<file path="config.mk">
export PLATFORM = sky130hd
export DESIGN_NAME = interp_rr_arbiter
export DESIGN_NICKNAME = d
export VERILOG_FILES = /design/src/rtl/interp_rr_arbiter.sv
export SDC_FILE = /design/constraint.sdc
export NUM_CORES = 1
export LEC_CHECK = 0
export ABC_AREA = 1
export CAP_MARGIN = 10
export CORE_MARGIN = 2
export CORE_UTILIZATION = 65
export CTS_CLUSTER_DIAMETER = 200
export DETAILED_ROUTE_END_ITERATION = 12
export DONT_BUFFER_PORTS = 1
export GPL_TIMING_DRIVEN = 0
export PLACE_DENSITY_LB_ADDON = 0.25
export SKIP_LAST_GASP = 1
export SYNTH_ARGS = -nofsm -noshare
export SYNTH_HDL_FRONTEND = slang
export SYNTH_SLANG_ARGS = --single-unit
</file>
<file path="constraint.sdc">
create_clock -name clk -period 2.8 [get_ports clk]
set_input_delay 0.56 -clock clk [delete_from_list [all_inputs] [get_ports clk]]
set_output_delay 0.56 -clock clk [all_outputs]
set_load 0.02 [all_outputs]
</file>
<file path="src/rtl/interp_rr_arbiter.sv">
//============================================================================
// Module      : interp_rr_arbiter
// Description : Round-robin arbiter that lets N_CH source channels share one
//               interpolator source port. A granted channel keeps the port
//               for up to BURST_LEN transfers, or until it has shown no valid
//               for IDLE_TIMEOUT consecutive cycles. Every release costs one
//               IDLE cycle, during which the next requester is chosen
//               starting after the last granted channel.
// Ports       : clk, arst                 - clock, async active-high reset
//               ch_data_in/valid/bypass   - per-channel source side
//               ch_ready_out              - per-channel ready (granted only)
//               interp_data/valid/bypass  - muxed stream to interpolator
//               interp_ready_in           - backpressure from interpolator
//               grant_out, grant_idx_out  - one-hot grant / grant index
//               burst_done_out            - pulse after a full-length burst
// Revision    : 1.0 - initial release
//============================================================================
`default_nettype none

module interp_rr_arbiter #(
    parameter int N_CH         = 4,
    parameter int DATA_WIDTH   = 16,
    parameter int BURST_LEN    = 8,
    parameter int IDLE_TIMEOUT = 4
) (
    input  logic                         clk,
    input  logic                         arst,
    input  logic [N_CH*DATA_WIDTH-1:0]   ch_data_in,
    input  logic [N_CH-1:0]              ch_valid_in,
    output logic [N_CH-1:0]              ch_ready_out,
    input  logic [N_CH-1:0]              ch_bypass_in,
    output logic [DATA_WIDTH-1:0]        interp_data_out,
    output logic                         interp_valid_out,
    input  logic                         interp_ready_in,
    output logic                         interp_bypass_out,
    output logic [N_CH-1:0]              grant_out,
    output logic [$clog2(N_CH)-1:0]      grant_idx_out,
    output logic                         burst_done_out
);

    localparam int c_IDX_W  = $clog2(N_CH);
    localparam int c_BEAT_W = $clog2(BURST_LEN + 1);
    localparam int c_IDLE_W = $clog2(IDLE_TIMEOUT + 1);

    localparam logic [c_BEAT_W-1:0] c_BEAT_LAST = c_BEAT_W'(BURST_LEN - 1);
    localparam logic [c_IDLE_W-1:0] c_IDLE_LAST = c_IDLE_W'(IDLE_TIMEOUT - 1);
    // Reset points last_grant at the top channel so channel 0 wins first.
    localparam logic [c_IDX_W-1:0]  c_LAST_RST  = c_IDX_W'(N_CH - 1);

    typedef enum logic [0:0] {
        S_IDLE  = 1'b0,
        S_GRANT = 1'b1
    } state_t;

    state_t                r_state,      w_nxt_state;
    logic [c_IDX_W-1:0]    r_grant,      w_nxt_grant;
    logic [c_IDX_W-1:0]    r_last_grant, w_nxt_last_grant;
    logic [c_BEAT_W-1:0]   r_beat_cnt,   w_nxt_beat_cnt;
    logic [c_IDLE_W-1:0]   r_idle_cnt,   w_nxt_idle_cnt;
    logic                  r_burst_done, w_nxt_burst_done;

    logic                  w_req_found;
    logic [c_IDX_W-1:0]    w_req_idx;
    logic                  w_g_valid;
    logic                  w_xfer;

    //------------------------------------------------------------------------
    // Rotating-priority search: first valid channel after last_grant.
    // The candidate list wraps, so last_grant itself is checked last; that
    // lets a sole requester be re-granted after its own release.
    //------------------------------------------------------------------------
    always_comb begin : p_arb
        int                 v_cand;
        logic [c_IDX_W-1:0] v_idx;
        v_cand      = 0;
        v_idx       = '0;
        w_req_found = 1'b0;
        w_req_idx   = '0;
        for (int k = 1; k <= N_CH; k++) begin
            v_cand = (int'(r_last_grant) + k) % N_CH;
            v_idx  = c_IDX_W'(v_cand);
            if (!w_req_found && ch_valid_in[v_idx]) begin
                w_req_found = 1'b1;
                w_req_idx   = v_idx;
            end
        end
    end

    assign w_g_valid = ch_valid_in[r_grant];
    assign w_xfer    = (r_state == S_GRANT) && w_g_valid && interp_ready_in;

    //------------------------------------------------------------------------
    // Zero-latency datapath: the granted channel is wired straight through.
    //------------------------------------------------------------------------
    always_comb begin : p_out
        ch_ready_out      = '0;
        grant_out         = '0;
        interp_data_out   = '0;
        interp_valid_out  = 1'b0;
        interp_bypass_out = 1'b0;
        grant_idx_out     = r_last_grant;
        if (r_state == S_GRANT) begin
            interp_data_out       = ch_data_in[int'(r_grant)*DATA_WIDTH +: DATA_WIDTH];
            interp_valid_out      = w_g_valid;
            interp_bypass_out     = ch_bypass_in[r_grant];
            ch_ready_out[r_grant] = interp_ready_in;
            grant_out[r_grant]    = 1'b1;
            grant_idx_out         = r_grant;
        end
    end

    assign burst_done_out = r_burst_done;

    //------------------------------------------------------------------------
    // Next-state logic
    //------------------------------------------------------------------------
    always_comb begin : p_next
        w_nxt_state      = r_state;
        w_nxt_grant      = r_grant;
        w_nxt_last_grant = r_last_grant;
        w_nxt_beat_cnt   = r_beat_cnt;
        w_nxt_idle_cnt   = r_idle_cnt;
        w_nxt_burst_done = 1'b0;

        case (r_state)
            S_IDLE: begin
                if (w_req_found) begin
                    w_nxt_state    = S_GRANT;
                    w_nxt_grant    = w_req_idx;
                    w_nxt_beat_cnt = '0;
                    w_nxt_idle_cnt = '0;
                end
            end

            S_GRANT: begin
                if (w_xfer) begin
                    // A transfer clears idle_cnt, so burst completion and
                    // timeout can never fire together; completion is tested
                    // first regardless.
                    w_nxt_idle_cnt = '0;
                    if (r_beat_cnt == c_BEAT_LAST) begin
                        w_nxt_state      = S_IDLE;
                        w_nxt_last_grant = r_grant;
                        w_nxt_beat_cnt   = '0;
                        w_nxt_burst_done = 1'b1;
                    end else begin
                        w_nxt_beat_cnt = r_beat_cnt + 1'b1;
                    end
                end else if (!w_g_valid) begin
                    // Dropped valid is tolerated; only a long gap releases.
                    if (r_idle_cnt == c_IDLE_LAST) begin
                        w_nxt_state      = S_IDLE;
                        w_nxt_last_grant = r_grant;
                        w_nxt_beat_cnt   = '0;
                        w_nxt_idle_cnt   = '0;
                    end else begin
                        w_nxt_idle_cnt = r_idle_cnt + 1'b1;
                    end
                end else begin
                    // Valid held under backpressure: channel is still active.
                    w_nxt_idle_cnt = '0;
                end
            end

            default: begin
                w_nxt_state = S_IDLE;
            end
        endcase
    end

    //------------------------------------------------------------------------
    // State registers
    //------------------------------------------------------------------------
    always_ff @(posedge clk or posedge arst) begin
        if (arst) begin
            r_state      <= S_IDLE;
            r_grant      <= '0;
            r_last_grant <= c_LAST_RST;
            r_beat_cnt   <= '0;
            r_idle_cnt   <= '0;
            r_burst_done <= 1'b0;
        end else begin
            r_state      <= w_nxt_state;
            r_grant      <= w_nxt_grant;
            r_last_grant <= w_nxt_last_grant;
            r_beat_cnt   <= w_nxt_beat_cnt;
            r_idle_cnt   <= w_nxt_idle_cnt;
            r_burst_done <= w_nxt_burst_done;
        end
    end

endmodule

`default_nettype wire

</file>
# Word-level counts from Yosys, hierarchy flattened
# Cells that the tools add are included.
[op_classes]
n_addsub = 6
magnitude_cmp = 6
n_eq_ne = 7
n_shift = 1
n_mux = 52
n_bitwise = 2
n_reduce_logical = 13
[op_table]
columns = ["op", "n"]
rows = [
  ["indexed part select 64 x 7 -> 16 bit", 1],
  ["2-to-1 mux 4 bit", 7],
  ["2-to-1 mux 1 bit", 21],
  ["2-to-1 mux 2 bit", 9],
  ["2-to-1 mux 16 bit", 1],
  ["< comparator 2 x 3 -> 1 bit, second input constant", 5],
  ["binary-select mux 1 bit (select 2 bit)", 6],
  ["2-to-1 mux 3 bit", 4],
  ["one-hot mux 4 bit (2 select lines)", 1],
  ["logical AND 1 bit", 6],
  ["one-hot mux 3 bit (2 select lines)", 1],
  ["adder 2 x 1 -> 2 bit, second input constant", 2],
  ["adder 2 bit, second input constant", 2],
  ["adder 4 x 1 -> 4 bit, second input constant", 1],
  ["bitwise AND 4 bit", 1],
  ["== test 4 x 3 -> 1 bit, second input constant", 1],
  ["!= test 2 x 1 -> 1 bit, second input constant", 2],
  ["AND reduction 4 bit", 1],
  ["adder 3 x 1 -> 3 bit, second input constant", 1],
  ["== test 3 x 2 -> 1 bit, second input constant", 1],
  ["zero test 1 bit", 3],
  ["!= test 3 x 1 -> 1 bit, second input constant", 1],
  ["!= test 3 x 2 -> 1 bit, second input constant", 1],
  ["AND reduction 3 bit", 1],
  ["other kinds (7)", 7],
]
[totals]
ff_bits = 13
output_inout_bits = 29

# Depth between registers and ports, before layout
[logic_depth]
word_depth = 15
depth_mapped = 12
depth_no_buf = 11

# Worst setup path after synthesis
# No wires, ideal clock.
[synth_timing]
path_kind = "register to output"
start = "register r_grant[0]"
end = "output port ch_ready_out[0]"
arrival_time_ps = 1393
path_slack_ps = 847
path_stages_with_launch = 6
path_cell_list = "dfrtp_1 > buf_6 > nor2_4 > buf_2 > inv_1 > nor3_1"
[synth_via]
elab_chain_len = 6
word_cells_on_any_way = 7
classes_between = "2 x order compare; 3 x mux; 1 x bitwise; 1 x reduce/logical"
[synth_lines]
columns = ["element", "line_no", "text"]
rows = [
  ["start, declared", "56", "logic [c_IDX_W-1:0] r_grant, w_nxt_grant;"],
  ["start signal, assigned", "184", "r_grant <= w_nxt_grant;"],
  ["< comparator 2 x 3 -> 1 bit (implied by the code) or >= comparator 2 x 1 -> 1 bit (tied branches)", "106", "ch_ready_out[r_grant] = interp_ready_in;"],
  ["logical AND 1 bit (implied by the code)", "106", ""],
  ["2-to-1 mux 1 bit (implied by the code)", "106", ""],
  ["demux 1 bit (select 2 bit) (*)", "106", ""],
  ["bitwise AND 4 bit (no line) (*)", "n/a", ""],
  ["2-to-1 mux 4 bit (*)", "102", "if (r_state == S_GRANT) begin"],
  ["end, declared", "30", "output logic [N_CH-1:0] ch_ready_out,"],
]
# Mark *: on every way between the ends. The rest lies on a longest branch, timed or not.

# Worst setup path in the final report
[layout_timing]
start = "register r_grant[0]"
end = "output port interp_data_out[1]"
[layout_via]
elab_chain_len = 2
[layout_lines]
columns = ["element", "line_no", "text"]
rows = [
  ["indexed part select 64 x 7 -> 16 bit", "103", "interp_data_out = ch_data_in[int'(r_grant)*DATA_WIDTH +: DATA_WIDTH];"],
  ["2-to-1 mux 16 bit", "102", ""],
  ["end, declared", "32", "output logic [DATA_WIDTH-1:0] interp_data_out,"],
]
# Every way passes these cells.

==> flow_metrics.py <==
metrics = {
    "outcome": {
        "outcome": "completed",
    },
    "setup_path": {
        "rrSetupSlack_ps": 1190,
        "critPathKind": "register to output pin",
        "startpoint": "r_grant[0]",
        "crit_fanout": 10,
        "cp-end-kind": "output pin",
        "critPathArrivalTime_ps": 1930,
        "r2r-start": "r_last_grant[0]",
        "start_kind": "register",
        "cp_data_required_time_ps": 2240,
    },
    "power": {
        "cellPowerDensity_nw_per_um2": 1392,
        "power_leakage_nw": 0.8295,
        "p_switching_mw": 1.498,
        "p_seq_frac": 0.137,
        "intPower_uw": 873.3,
        "swShare": 0.6318,
        "pwr-share-clk": 0.050,
        "finalPower_mw": 2.371,
        "vdd_drop_max_v": 0.001073,
        "comb_power_share": 0.813,
    },
    "min_path": {
        "hp-class": "input pin to async pin",
    },
    "cts": {
        "cts_tree": "yes",
        "cts_max_path_buffers": 2,
        "clockRootBuffer": "clkbuf_4",
        "numCtsBuffers": 3,
        "clock_sinks": 13,
        "insertion_delay_ps": 290,
        "cts_resized": 0,
        "h-tree-depth": 1,
        "clkTransAtPathRegs_ps": 80,
        "post_cts_buffers": 0,
        "postCtsHoldBufs": 0,
    },
    "global_routing": {
        "grt_overflow": 0,
        "grt_first_pass_wirelength_mm": 6.472,
        "gr-usage-met3": 0.03005,
        "antenna_found_initial": 0,
        "grt_max_degree": 14,
        "gr-usage-met2": 0.4759,
        "grt_pass1_vias": 1431,
        "grt-busiest-layer": "met2",
        "grt_usage": 0.3010,
        "use_met1": 0.4261,
    },
    "synth": {
        "yosys.area.top_type_share": 0.1679,
        "avgSynthCellArea_sq_um": 6.773,
        "synthTopCellsByArea": "dfrtp_1 (17%), nand3_1 (13%), nand2_1 (11%), a22oi_1 (7.8%), nand2_4 (7.6%)",
        "synth_most_common_cell": "nand2_1",
        "synth_commonest_cells": "nand2_1 (49), nand3_1 (44), inv_1 (19), a22oi_1 (17), a31oi_1 (17)",
        "synth-edff-count": 0,
        "synth_top_area_cell": "dfrtp_1",
        "synth_ff_type": "dfrtp_1",
        "synth_nets": 319,
        "async_flop_share": 1.000,
        "ys_seq_area_frac": 0.2000,
        "ys_types": 35,
        "ys_warn_count": 0,
        "syn_inst": 242,
        "ys_ff_latch": 13,
        "synth_area_sq_um": 1639,
    },
    "placement": {
        "dp_slack_ps": 650.9,
        "place.port_buffers": 0,
        "dp_cells": 272,
        "globalplace.congestion": 0.7662,
        "dp_hpwl_mm": 3.432,
    },
    "timing": {
        "finalCritPeriodShare": 0.8878,
        "hold_violations": 0,
        "rsz0062_at_grt": "no",
        "max_slew_margin": 0.5569,
        "worstMarginPinSlew_ps": 659.5,
        "clock_skew_ps": 1.597,
        "finalWorstSetupSlack_ps": 314.3,
        "finalCriticalPeriod_ps": 2486,
        "max_freq_mhz": 402.3,
        "fin_setup_tns_ps": 0,
        "slew_viol_final": 0,
        "setup_violations": 0,
    },
    "detailed_routing": {
        "antenna_left": 0,
        "vias": 1771,
        "vias_per_cell": 6.417,
        "drtIter0Drc": 56,
        "wl_per_cell_microns": 15.76,
        "drt-total-wl_mm": 4.350,
        "firstDrtPassIters": 5,
        "drc": 0,
    },
    "floorplanning": {
        "coreArea_sq_um": 2432,
        "die_w_microns": 54.22,
        "fp.dieH_microns": 54.22,
        "start_util": 0.6739,
        "die_area_sq_um": 2939,
        "io_pins": 104,
        "rows": 18,
    },
    "layout": {
        "area_growth_pct": 3.969,
        "n_antenna_cell": 0,
        "drive_gt1_frac": 0.2114,
        "nFillCells": 227,
        "instances_no_fill": 276,
        "nets": 324,
    },
    "job": {
        "max_cap_viol_count": 0,
    },
}
==> per-layer routing <==
| layer | vias up | wire length [microns] |
|---|---|---|
| met5 | - | 0 |
| met1 | 826 | 1843 |
| met4 | 0 | 66 |
| li1 | 851 | - |
| met2 | 85 | 2101 |
| met3 | 9 | 339 |
==> final cells by class <==
| cell class | count | area [sq um] | share of cell area |
|---|---|---|---|
| inverter | 26 | 112.6 | 0.06608 |
| tap | 30 | 37.54 | 0.02203 |
| sequential | 13 | 327.8 | 0.1924 |
| clock inverter | 1 | 5.005 | 0.002937 |
| clock buffer | 3 | 22.52 | 0.01322 |
| buffer | 16 | 92.59 | 0.05433 |
| multi-input combinational | 187 | 1106 | 0.6490 |
==> power by group through the flow <==
stage	clock (mW)	combinational [mW]	sequential [mW]
3_5_place_dp	0	1.91	0.329
5_1_grt	0.127	2.13	0.338
3_3_place_gp	0	1.88	0.326
2_1_floorplan	0	1.65	0.318
6_report	0.119	1.93	0.325
4_1_cts	0.118	1.92	0.325
==> cells in the final DEF, fill, tap and decap left out, drive strengths merged <==
master / Yosys / routed
dfstp: 2 / 2
o21ai: 6 / 6
a31oi: 17 / 17
ha: 2 / 2
nor2: 13 / 13
a31o: 1 / 1
nor3: 4 / 4
nand2: 68 / 68
inv: 26 / 26
buf: 9 / 9
a21boi: 1 / 1
dfrtp: 11 / 11
nand3: 47 / 47
or2: 1 / 1
o22ai: 1 / 1
nand4: 8 / 8
a22oi: 17 / 17
mux2i: 1 / 1
clkinv: 0 / 1
clkbuf: 7 / 10
==> registers in the layout, indices dropped and copies added, names as in the netlist <==
register,count
r_beat_cnt,4
r_idle_cnt,3
r_grant,2
r_last_grant,2
burst_done_out,1
r_state,1
==> per-stage QoR <==
stage | cell area, sq um | util | hold slack [ps]
after floorplan | 1639 | - | 435.5
after global placement | 1677 | 0.6893 | 475.2
after detailed placement | 1677 | 0.6893 | 476.5
after CTS | 1704 | 0.7006 | 191.1
after global routing | 1704 | 0.7006 | 210.3
final | 1704 | 0.7006 | 170.5
==> kinds of logic (layout without fill, tap and decap cells) <==
kind of cell	count (synthesis)	after routing	synth area share
compound gates	43	43	0.1771
buf+inv	42	46	0.1252
flops	13	13	0.2000
simple gates	141	141	0.4763
mux	1	1	0.006107
fa+ha+maj	2	2	0.01526
==> path summary, 6_finish.rpt <==
kind	endpoint	depth (start not counted)
max	interp_data_out[1]	5
min	r_beat_cnt[1]	1
max reg2reg	r_grant[1]	12
min reg2reg	r_idle_cnt[0]	1
max in group asynchronous	r_last_grant[0]	1
min in group clk	burst_done_out	2
==> worst max-delay path, stage by stage, from the launching register on <==
cell	delay [ps]
dfrtp_1	380
buf_6	140
inv_4	90
clkbuf_1	360
nand3_1	130
a31oi_1	540
Note: power is estimated with default switching activity, not from simulation.
